===== src/rtl/arb_mux_nto1.sv =====
// rtl/arb_mux_nto1.sv - N-to-1 registered mux with direct select or round-robin arbitration
module arb_mux_nto1 #(
    parameter int DWIDTH = 32,
    parameter int NCH    = 4,
    localparam int SELW  = (NCH > 1) ? $clog2(NCH) : 1
) (
    input  logic                  clk,
    input  logic                  rst_n,
    input  logic                  mode,
    input  logic [SELW-1:0]       sel,
    input  logic [NCH-1:0]        in_valid,
    input  logic [NCH*DWIDTH-1:0] in_data,
    output logic [NCH-1:0]        in_ready,
    output logic                  out_valid,
    output logic [DWIDTH-1:0]     out_data,
    output logic [SELW-1:0]       out_grant,
    input  logic                  out_ready
);

    logic                  r_out_valid;
    logic [DWIDTH-1:0]     r_out_data;
    logic [SELW-1:0]       r_out_grant;
    logic [SELW-1:0]       r_ptr;

    logic                  w_load_en;
    logic                  w_dir_vld;
    logic [SELW-1:0]       w_dir_idx;
    logic                  w_rr_vld;
    logic [SELW-1:0]       w_rr_idx;
    logic                  w_gnt_vld;
    logic [SELW-1:0]       w_gnt_idx;
    logic                  w_xfer;
    logic [SELW-1:0]       w_ptr_nxt;
    logic [DWIDTH-1:0]     w_gnt_data;
    logic [NCH-1:0]        w_ready;

    assign w_load_en = !r_out_valid || out_ready;

    // An out-of-range sel simply never matches any channel index.
    always_comb begin
        w_dir_vld = 1'b0;
        w_dir_idx = '0;
        for (int i = 0; i < NCH; i++) begin
            if (sel == SELW'(i) && in_valid[i]) begin
                w_dir_vld = 1'b1;
                w_dir_idx = SELW'(i);
            end
        end
    end

    // First pass covers ptr..NCH-1, second pass wraps to 0..ptr-1.
    always_comb begin
        w_rr_vld = 1'b0;
        w_rr_idx = '0;
        for (int i = 0; i < NCH; i++) begin
            if (!w_rr_vld && (i >= int'(r_ptr)) && in_valid[i]) begin
                w_rr_vld = 1'b1;
                w_rr_idx = SELW'(i);
            end
        end
        for (int i = 0; i < NCH; i++) begin
            if (!w_rr_vld && in_valid[i]) begin
                w_rr_vld = 1'b1;
                w_rr_idx = SELW'(i);
            end
        end
    end

    assign w_gnt_vld = mode ? w_rr_vld : w_dir_vld;
    assign w_gnt_idx = mode ? w_rr_idx : w_dir_idx;
    assign w_xfer    = w_load_en && w_gnt_vld;
    assign w_ptr_nxt = (w_gnt_idx == SELW'(NCH - 1)) ? '0 : w_gnt_idx + SELW'(1);

    // Only the granted lane is ever selected, so unknowns elsewhere stay out.
    always_comb begin
        w_gnt_data = '0;
        for (int i = 0; i < NCH; i++) begin
            if (w_gnt_idx == SELW'(i)) begin
                w_gnt_data = in_data[i*DWIDTH +: DWIDTH];
            end
        end
    end

    always_comb begin
        w_ready = '0;
        for (int i = 0; i < NCH; i++) begin
            if (w_xfer && rst_n && (w_gnt_idx == SELW'(i))) begin
                w_ready[i] = 1'b1;
            end
        end
    end

    always_ff @(posedge clk or negedge rst_n) begin
        if (!rst_n) begin
            r_out_valid <= 1'b0;
            r_out_data  <= '0;
            r_out_grant <= '0;
            r_ptr       <= '0;
        end else if (w_load_en) begin
            if (w_gnt_vld) begin
                r_out_valid <= 1'b1;
                r_out_data  <= w_gnt_data;
                r_out_grant <= w_gnt_idx;
                if (mode) begin
                    r_ptr <= w_ptr_nxt;
                end
            end else begin
                r_out_valid <= 1'b0;
            end
        end
    end

    assign in_ready  = w_ready;
    assign out_valid = r_out_valid;
    assign out_data  = r_out_data;
    assign out_grant = r_out_grant;

endmodule


===== config.mk =====
export PLATFORM = sky130hd
export DESIGN_NAME = arb_mux_nto1
export DESIGN_NICKNAME = d
export VERILOG_FILES = /design/src/rtl/arb_mux_nto1.sv
export SDC_FILE = /design/constraint.sdc
export NUM_CORES = 1
export LEC_CHECK = 0
export BUFFER_PORTS_ARGS = -buffer_cell sky130_fd_sc_hd__buf_2
export CAP_MARGIN = 10
export CORE_MARGIN = 2
export CORE_UTILIZATION = 29
export DETAILED_ROUTE_END_ITERATION = 7
export GPL_TIMING_DRIVEN = 0
export PLACE_DENSITY = 0.62
export SETUP_SLACK_MARGIN = 0.02
export SYNTH_ARGS = -nofsm -noshare
export SYNTH_HDL_FRONTEND = slang
export SYNTH_SLANG_ARGS = --single-unit

===== constraint.sdc =====
create_clock -name clk -period 8.3 [get_ports clk]
set_input_delay 1.66 -clock clk [delete_from_list [all_inputs] [get_ports clk]]
set_output_delay 1.66 -clock clk [all_outputs]
set_load 0.02 [all_outputs]

# Word-level counts from Yosys, hierarchy flattened
# Cells that the tools add are included.
# totals
register_bits,37
inputBits,138
output_inout_bits,39
word_cells,81
# classes
n_addsub,1
order_cmp,3
n_eq_ne,6
n_mux,34
reduce_logical,33
# ops
operator,count
$mux W32,4
$logic_and A1 B1 Y1,20
$mux W1,20
$mux W2,10
$eq A2 B2 Y1 const B,4
$logic_not A1 Y1,8
$eq A2 B1 Y1 const B,2
$ge A1 B2 Y1 const A,2
$logic_not A2 Y1,2
$reduce_and A3 Y1,1
$add A2 B1 Y2 const B,1
$ge A2 B2 Y1 const A,1
$reduce_and A2 Y1,1
$logic_or A1 B1 Y1,1

# Longest topological paths before layout
# Gate-level depths: netlist of run 1.
# depth
ltp_word,32
ltp_mapped,13
mapped_depth_nobuf,11

# Worst setup path after synthesis of run 1
# Ideal clock, no wire load.
# synth_path
path_kind,input-to-output
from,input port in_valid[3]
to,output port in_ready[3]
arrival_time_ns,3.459
required_time_ns,6.640
path_slack_ns,3.181
path_stages,8
n_path_buf,2
path_cell_list,or3_1 o221ai_1 nand2_1 inv_1 ha_1 clkbuf_1 clkbuf_1 and3_1
# synth_via
word_cells_on_any_way,29
classes_between,eq/ne: 1; mux: 15; reduce/logical: 13
# synth_rtl
item,line,text
start: declaration,11,"input logic [NCH-1:0] in_valid,"
$logic_and A1 B1 Y1,56,if (!w_rr_vld && (i >= int'(r_ptr)) && in_valid[i]) begin
$mux W1,56,
$logic_not A1 Y1,62,if (!w_rr_vld && in_valid[i]) begin
$logic_and A1 B1 Y1,62,
$mux W1,62,
$logic_not A1 Y1,62,
$logic_and A1 B1 Y1,62,
$mux W1,62,
[3 not listed],-,
$logic_not A1 Y1,62,
$logic_and A1 B1 Y1,62,
$mux W2,62,
$mux W2 *,70,assign w_gnt_idx = mode ? w_rr_idx : w_dir_idx;
named net w_gnt_idx[1],31,logic [SELW-1:0] w_gnt_idx;
$eq A2 B2 Y1 *,87,if (w_xfer && rst_n && (w_gnt_idx == SELW'(i))) begin
$logic_and A1 B1 Y1 *,87,
$mux W1 *,87,
end: declaration,13,"output logic [NCH-1:0] in_ready,"
# The timed path passes the listed nets; every way through them passes the cells marked *.

# Worst setup path in the final report of run 1
# Ends and elaborated chain as after synthesis.

==> results of run 1 <==
-- area by class of cell --
type	instances	area [µm²]
Fill cell	881	4660
Multi-Input combinational cell	237	1380
Sequential cell	37	926
Timing Repair Buffer	176	881
Buffer	28	136
Tap cell	105	131
Clock buffer	8	80.1
Inverter	7	26.3
-- flip-flops by register name, indices dropped and copies added, names as in the netlist --
name	cells
out_grant	2
out_valid	1
out_data	32
r_ptr	2
-- report_power, final --
| part | internal [W] | leakage [nW] | switching [W] |
|---|---|---|---|
| Clock | 0.0000597 | 0.0395 | 0.0000622 |
| Combinational | 0.000164 | 1.26 | 0.000262 |
| Sequential | 0.000239 | 0.462 | 0.0000324 |
-- through the flow --
| stage | power [W] | cell area (µm²) |
|---|---|---|
| after global placement | 0.000696 | 3480 |
| after global routing | 0.000886 | 3560 |
| after detailed placement | 0.000706 | 3480 |
| final | 0.000819 | 3560 |
| after floorplan | 0.000540 | 2470 |
| after CTS | 0.000829 | 3560 |
-- worst max-delay path, cell delays in order --
cell	delay, ns
buf_2	0.13
or3_1	0.42
o221ai_1	0.22
nand2_1	0.14
inv_1	0.12
ha_1	0.17
clkbuf_1	0.45
clkbuf_1	0.45
and3_1	0.23
buf_2	0.16
-- Yosys cell counts, drive strengths merged --
library cell  count
o221ai            1
nor3             32
mux2              2
a21oi            36
a41o              1
ha                4
a221oi           31
clkbuf           20
o31a              1
o2111ai           1
mux2i             2
nand3             1
a22oi             1
o21ai            39
buf               8
dfrtp            37
or3               1
nand2b            2
and3              4
nor2b            33
nand3b            2
nor2              3
inv               7
nand2            40
-- final timing paths --
check / depth (start not counted) / start / to
min: 2 / out_data[17] / out_data[17]
max: 10 / in_valid[3] / in_ready[3]
max reg2reg: 13 / r_ptr[0] / out_data[2]
min reg2reg: 2 / out_data[17] / out_data[17]
min in group asynchronous: 1 / rst_n / out_data[20]
max in group asynchronous: 1 / rst_n / out_data[2]
-- logic make-up (layout without fill, tap and decap cells) --
logic type | count (synthesis) | count (layout)
simple gates | 118 | 118
flops | 37 | 37
fa+ha+maj | 4 | 4
compound gates | 111 | 111
mux | 4 | 4
buf+inv | 35 | 219
-- metal layers --
layer | up-vias | track usage | routed length (µm)
met5 | - | 0 | 0
met3 | 9 | 0.0337 | 664
met2 | 123 | 0.334 | 4590
li1 | 1495 | - | -
met4 | 0 | 0.0476 | 101
met1 | 1376 | 0.247 | 3910
==> impl_metrics.ini, run 1 <==
[sta]
final_hold_viol_count = 0
period_share = 0.700
drv_slew = 0
fin_hold_ws_ns = 0.477
worst_slew_pin_slew_ns = 0.917
fin_tns_setup_ns = 0
period_minus_slack_ns = 5.81
fin_worst_skew_ns = 0.00384
slew-limit-headroom = 0.389
setup_viol = 0
grt_setup_unrepaired = false
setup_ws_ns = 2.49
max_freq_mhz = 172

[drt]
dr.first_iter.drc_count = 97
dr.pass1.iters = 4
drtAntennaViolNets = 0
drc_errors = 0
num_vias = 3003
routedWlPerCell_um = 15.5
via_per_inst = 5.02
wl_mm = 9.26

[critical_path]
endpoint_kind = output port
crit_fanout = 10
worstPathRequired_ns = 6.64
cp-start-kind = input port
ff2ff_setup_slack_ns = 5.07
crit_type = input port to output port
crit_arrival_ns = 4.15

[placed_design]
hpwl_mm = 7.16
gp_congestion = 0.805
portBuffers = 176
placed_cells = 590
pre_cts_ws_ns = 2.45

[cells_and_area]
area_growth_pct = 44.3
mostFrequentLayoutCell = buf_2
final_cells = 598
antennaDiodeCount = 0
drive_gt1_frac = 0.394
fin_nets = 634
final_cell_mix = 181 x buf_2, 40 x nand2_1, 37 x dfrtp_1
postLayoutCoreUtil = 0.433

[global_routing]
antenna_found_initial = 0
grt_pass1_wl_mm = 13.4
grt_use_total = 0.193
grt_pass1_vias = 2622
grt_max_degree = 42
grt-ovfl-total = 0

[synth]
syn_inst = 309
synth_compound_area_frac = 0.281
synth.distinct_cells = 28
synth_top_area_frac = 0.375
synth_fa_ha_area_frac = 0.0203
yosys_warnings = 0
ys_ff_latch = 37
synth_xor_area_frac = 0
synth_area_leaders = dfrtp_1 38%, a221oi_1 11%, nor2b_1 8.4%, a21oi_1 7.3%, o21ai_0 7.3%
synthSimpleGateAreaFrac = 0.240
synth_top_family_by_area = compound AO/OA/AOI/OAI gates
synth_top_area_cell = dfrtp_1
seq_area_frac_synth = 0.375
synth_area_um2 = 2470
synthMuxAreaShare = 0.0172
syn_nets = 451
syn_area_per_cell_um2 = 7.99

[cts]
ctsResizeCount = 0
cts_sinks = 37
htreeDepth = 2
clkTransAtPathRegs_ns = 0.07
cts_made_buffers = 5
clock-root-buffer = clkbuf_8
clk_latency_ns = 0.28
cts_setup_buffers = 0
clockBufferDepth = 2
cts_hold_buf = 0
cts_tree = built

[min_path]
hold_class = register to register

[die]
die-area_um2 = 9260
dieHeight_um = 96.2
fp.dieW_um = 96.2
start_util = 0.300
core_um2 = 8220
io_pins = 177
num_rows = 33

[power]
ir_worst_vdd_uv = 76.3
power_density_nw_per_um2 = 230
leakage_nw = 1.76

[run]
maxCapViolCount = 0

[outcome]
status = complete, no violations
(Power assumes the default switching activity.)
==> inputs of run 2 (changes only) <==
--- a/config.mk
+++ b/config.mk
@@ -11,7 +11,7 @@
 export CORE_UTILIZATION = 29
 export DETAILED_ROUTE_END_ITERATION = 7
 export GPL_TIMING_DRIVEN = 0
-export PLACE_DENSITY = 0.62
+export PLACE_DENSITY = 0.65
 export SETUP_SLACK_MARGIN = 0.02
 export SYNTH_ARGS = -nofsm -noshare
 export SYNTH_HDL_FRONTEND = slang
==> constraint.sdc (replaced) <==
create_clock -name clk -period 4.8 [get_ports clk]
set_input_delay 0.96 -clock clk [delete_from_list [all_inputs] [get_ports clk]]
set_output_delay 0.96 -clock clk [all_outputs]
set_load 0.02 [all_outputs]
==> impl_metrics.ini, run 2 (synthesis gave the netlist of run 1 again) <==
[critical_path]
critical_path_buf_inv_count = 5
crit_fanout = 10
critPathTopFamily = buffers and inverters
crit_chain = buf_2, or3_1, o221ai_1, nand2_1, inv_1, ha_1, clkbuf_1, clkbuf_1, and3_1, buf_2
endpoint_kind = output port
cp_slowest_cell = clkbuf_1
rr_worst_depth = 13
critical_path_depth = 10
crit_type = input port to output port
cp-start-kind = input port
worstPathRequired_ns = 3.84
crit_arrival_ns = 3.37
crit_path_max_incr_delay_ns = 0.43

[cts]
ctsResizeCount = 0
cts_tree = built
clk_latency_ns = 0.28
cts_made_buffers = 5
htreeDepth = 2
clkTransAtPathRegs_ns = 0.08
cts_sinks = 37
cts_hold_buf = 0
cts_setup_buffers = 0
clockBufferDepth = 2
clock-root-buffer = clkbuf_8

[drt]
routedWlPerCell_um = 15.2
via_per_inst = 5.09
wl_mm = 9.11
drtAntennaViolNets = 0
dr.first_iter.drc_count = 106
dr.pass1.iters = 4
drc_errors = 0
num_vias = 3043

[global_routing]
grt_use_total = 0.189
antenna_found_initial = 0
grt-ovfl-total = 0
grt_max_degree = 42
grt_pass1_wl_mm = 13.4
grt_pass1_vias = 2789

[die]
dieHeight_um = 96.2
core_um2 = 8220
fp.dieW_um = 96.2
io_pins = 177
num_rows = 33
die-area_um2 = 9260
start_util = 0.300

[sta]
period_minus_slack_ns = 4.33
setup_viol = 0
fin_tns_setup_ns = 0
worst_slew_pin_slew_ns = 0.877
max_freq_mhz = 231
final_hold_viol_count = 0
drv_slew = 0
period_share = 0.903
grt_setup_unrepaired = false
slew-limit-headroom = 0.415
fin_worst_skew_ns = 0.00873

[cells_and_area]
mostFrequentLayoutCell = buf_2
area_growth_pct = 45.7
antennaDiodeCount = 0
drive_gt1_frac = 0.398
fin_nets = 634
largest_reg_flops = 32
final_cell_mix = 181 x buf_2, 40 x nand2_1, 37 x dfrtp_1
design_area_um2 = 3600

[placed_design]
dpl_cell_area_um2 = 3480
gp_congestion = 0.767
portBuffers = 176
hpwl_mm = 7.17

[min_path]
hold_class = register to register
whs_path_depth = 2

[power]
ir_worst_vdd_uv = 161
power_density_nw_per_um2 = 411
leakage_nw = 1.78

[run]
maxCapViolCount = 0

[outcome]
status = complete, no violations
==> run 2: changes by cell type in the layout (fill, tap and decap cells not counted) <==
cell | previous run | this run
clkbuf_8 | 5 | 6
clkbuf_1 | 21 | 19
bufinv_16 | 0 | 1
==> run 2: worst paths after layout <==
check | slack, ns | start | end
min | 0.48 | out_data[17] | out_data[17]
max | 0.47 | in_valid[3] | in_ready[2]
max in group asynchronous | 3.46 | rst_n | out_data[27]
min reg2reg | 0.48 | out_data[17] | out_data[17]
max reg2reg | 1.75 | r_ptr[0] | out_data[14]
min in group asynchronous | 0.79 | rst_n | out_data[20]
==> run 2: layout make-up <==
| class | count | area, µm² |
|---|---|---|
| fillers | 862 | 4620 |
| multi-input cells | 237 | 1380 |
| flip-flops and latches | 37 | 926 |
| repair buffers | 176 | 881 |
| plain buffers | 28 | 136 |
| well taps | 105 | 131 |
| clock buffers | 7 | 86.3 |
| clock inverters | 1 | 30.0 |
| inverters | 7 | 26.3 |
==> run 2: report_power, final <==
part	internal [W]	leakage, nW	switching [W]
Clock	0.000169	0.0585	0.000105
Sequential	0.000413	0.462	0.0000564
Combinational	0.000283	1.26	0.000452
Total	0.000866	1.78	0.000613
==> run 2: through the flow <==
step	util	std cells	setup slack (ns)	hold WS (ns)	total power [W]
final	0.438	598	0.466	0.479	0.00148
after global routing	0.438	598	0.245	0.508	0.00160
after CTS	0.438	598	0.426	0.485	0.00150
after detailed placement	0.423	590	0.427	0.468	0.00122
after global placement	0.423	590	0.451	0.458	0.00120
after floorplan	-	309	1.08	0.540	0.000933
==> run 2: routing by layer <==
metal | vias to the layer above | share of wire | GRT usage | wire, µm
met5 | - | 0 | 0 | 0
met4 | 0 | 0.0070 | 0.0357 | 64
met3 | 7 | 0.068 | 0.0337 | 617
met2 | 123 | 0.50 | 0.342 | 4570
met1 | 1419 | 0.42 | 0.236 | 3860
li1 | 1494 | - | - | -
==> run 2: worst register-to-register path: cells and delay by family (launching register included) <==
kind | cells | cell delay [ns]
AND/OR/NAND/NOR | 4 | 0.87
AO/OA/AOI/OAI | 5 | 0.85
buffers and inverters | 3 | 0.63
adder cells (fa/ha/maj) | 1 | 0.20
flip-flops | 1 | 0.41
==> inputs of run 3 (changes only) <==
--- a/config.mk
+++ b/config.mk
@@ -5,13 +5,14 @@
 export SDC_FILE = /design/constraint.sdc
 export NUM_CORES = 1
 export LEC_CHECK = 0
+export ABC_AREA = 1
 export BUFFER_PORTS_ARGS = -buffer_cell sky130_fd_sc_hd__buf_2
 export CAP_MARGIN = 10
 export CORE_MARGIN = 2
 export CORE_UTILIZATION = 29
 export DETAILED_ROUTE_END_ITERATION = 7
-export GPL_TIMING_DRIVEN = 0
-export PLACE_DENSITY = 0.65
+export GPL_TIMING_DRIVEN = 1
+export PLACE_DENSITY = 0.63
 export SETUP_SLACK_MARGIN = 0.02
 export SYNTH_ARGS = -nofsm -noshare
 export SYNTH_HDL_FRONTEND = slang
==> impl_metrics.ini, run 3 <==
[outcome]
status = complete, no violations

[die]
io_pins = 177
die-area_um2 = 10100
core_um2 = 9110
start_util = 0.296
num_rows = 35
dieHeight_um = 100
fp.dieW_um = 100

[global_routing]
grt_pass1_wl_mm = 14.0
grt_max_degree = 65
antenna_found_initial = 0
grt-ovfl-total = 0
grt_use_total = 0.171
grt_pass1_vias = 3132

[synth]
synthSimpleGateAreaFrac = 0.358
synth_area_leaders = dfrtp_1 34%, nand2_1 29%, o21ai_0 8.2%, a21oi_1 6.1%, o21ai_1 4.1%
synth_xor_area_frac = 0
syn_inst = 423
synth_top_area_cell = dfrtp_1
yosysMostFrequentCell = nand2_1
synthArstFlopShare = 1.00
synth_ff_type = dfrtp_1
seq_area_frac_synth = 0.344
syn_area_per_cell_um2 = 6.37
synthMuxAreaShare = 0
synth_top_area_frac = 0.344
synth.distinct_cells = 25
syn_nets = 565
synth_area_um2 = 2690
yosys_warnings = 0
synth_compound_area_frac = 0.187
synth_top_family_by_area = simple AND/OR/NAND/NOR gates
synth-edff-count = 0
ys_top_cells_by_count = 206 x nand2_1, 44 x o21ai_0, 37 x dfrtp_1
ys_ff_latch = 37
synth_fa_ha_area_frac = 0.0186

[power]
leakage_nw = 2.10
power_density_nw_per_um2 = 380
total_power_w = 0.00140
ir_worst_vdd_uv = 128

[critical_path]
crit_type = input port to output port
worstPathRequired_ns = 3.84
crit_fanout = 33
crit_arrival_ns = 2.97
endpoint_kind = output port
cp-start-kind = input port

[drt]
wl_mm = 8.57
routedWlPerCell_um = 12.3
dr.pass1.iters = 4
dr.first_iter.drc_count = 89
drtAntennaViolNets = 0
via_per_inst = 4.64
drc_errors = 0
num_vias = 3227

[cts]
htreeDepth = 2
cts_hold_buf = 0
cts_sinks = 37
clock-root-buffer = clkbuf_8
clkTransAtPathRegs_ns = 0.07
clockBufferDepth = 2
ctsResizeCount = 0
cts_tree = built
cts_made_buffers = 5
clk_latency_ns = 0.28
cts_setup_buffers = 0

[cells_and_area]
final_cells = 695
mostFrequentLayoutCell = nand2_1
drive_gt1_frac = 0.351
area_growth_pct = 36.7
final_cell_mix = 206 x nand2_1, 176 x buf_2, 44 x o21ai_0
largest_reg_flops = 32
postLayoutCoreUtil = 0.404
fin_nets = 725
antennaDiodeCount = 0
design_area_um2 = 3680

[sta]
final_hold_viol_count = 0
drv_slew = 0
period_share = 0.819
setup_viol = 0
worst_slew_pin_slew_ns = 0.887
grt_setup_unrepaired = false
max_freq_mhz = 255
period_minus_slack_ns = 3.93
slew-limit-headroom = 0.408
fin_tns_setup_ns = 0
fin_worst_skew_ns = 0.00456

[placed_design]
portBuffers = 176
placed_cells = 687
gp_congestion = 0.874
hpwl_mm = 6.54
dpl_cell_area_um2 = 3580

[min_path]
hold_class = register to register

[run]
maxCapViolCount = 0
run 3: cell types whose count changed in the layout (fill, tap and decap cells not counted), sizes merged, moves of 4 or more:
cell,previous run,this run
clkbuf,27,7
nor3,32,5
nand3,1,10
inv,7,19
nor2b,33,0
a221oi,31,0
o21ai,39,66
and3,4,0
nand2,40,213
run 3: logic make-up after synthesis:
logic type / after synthesis
compound gates: 100
fa+ha+maj: 4
buf+inv: 47
flops: 37
simple gates: 235
run 3: area by class of cell:
cell class | instances | area (µm²)
flip-flops and latches | 37 | 926
fillers | 990 | 5430
clock buffers | 7 | 96.3
well taps | 111 | 139
repair buffers | 181 | 918
inverters | 19 | 76.3
multi-input cells | 339 | 1520
clock inverters | 1 | 5.00
run 3: power breakdown:
| part | leakage (nW) | internal, W | switching, W |
|---|---|---|---|
| registers | 0.464 | 0.000411 | 0.0000517 |
| logic | 1.58 | 0.000244 | 0.000455 |
| clock network | 0.0542 | 0.000130 | 0.000106 |
run 3: final timing paths:
path                         startpoint           end  slack, ns  cells past startpoint
hold / removal             out_data[30]  out_data[30]       0.48                      2
min in group asynchronous         rst_n   out_data[9]       0.75                      2
setup reg to reg               r_ptr[1]  out_data[18]       1.71                     16
hold reg to reg            out_data[30]  out_data[30]       0.48                      2
max in group asynchronous         rst_n  out_grant[1]       3.72                      2
setup / recovery            in_valid[1]   in_ready[2]       0.87                     14
run 3: per-stage QoR:
stage               setup WS (ns)  hold WS, ns
floorplan                   0.983        0.470
global placement            0.937        0.456
detailed placement          0.850        0.461
CTS                         0.844        0.481
global route                0.610        0.499
finish                      0.871        0.479
run 3: critical path, cell delays in order:
cell and delay, ns:
buf_2 0.12, inv_2 0.09, nand2_1 0.07, nand2_2 0.09, nand2_2 0.07, nor2_4 0.12
nand3_1 0.09, nand3_1 0.08, nand2_1 0.11, inv_1 0.11, ha_1 0.17, inv_1 0.38
nor3_1 0.29, buf_2 0.20
run 3: layer usage:
layer / routed length, µm / part of all wire / track usage / vias to the layer above
met2: 4250 / 0.50 / 0.310 / 131
met4: 161 / 0.019 / 0.0527 / 0
met1: 3520 / 0.41 / 0.201 / 1412
li1: - / - / - / 1672
met5: 0 / 0 / 0 / -
met3: 643 / 0.075 / 0.0383 / 12
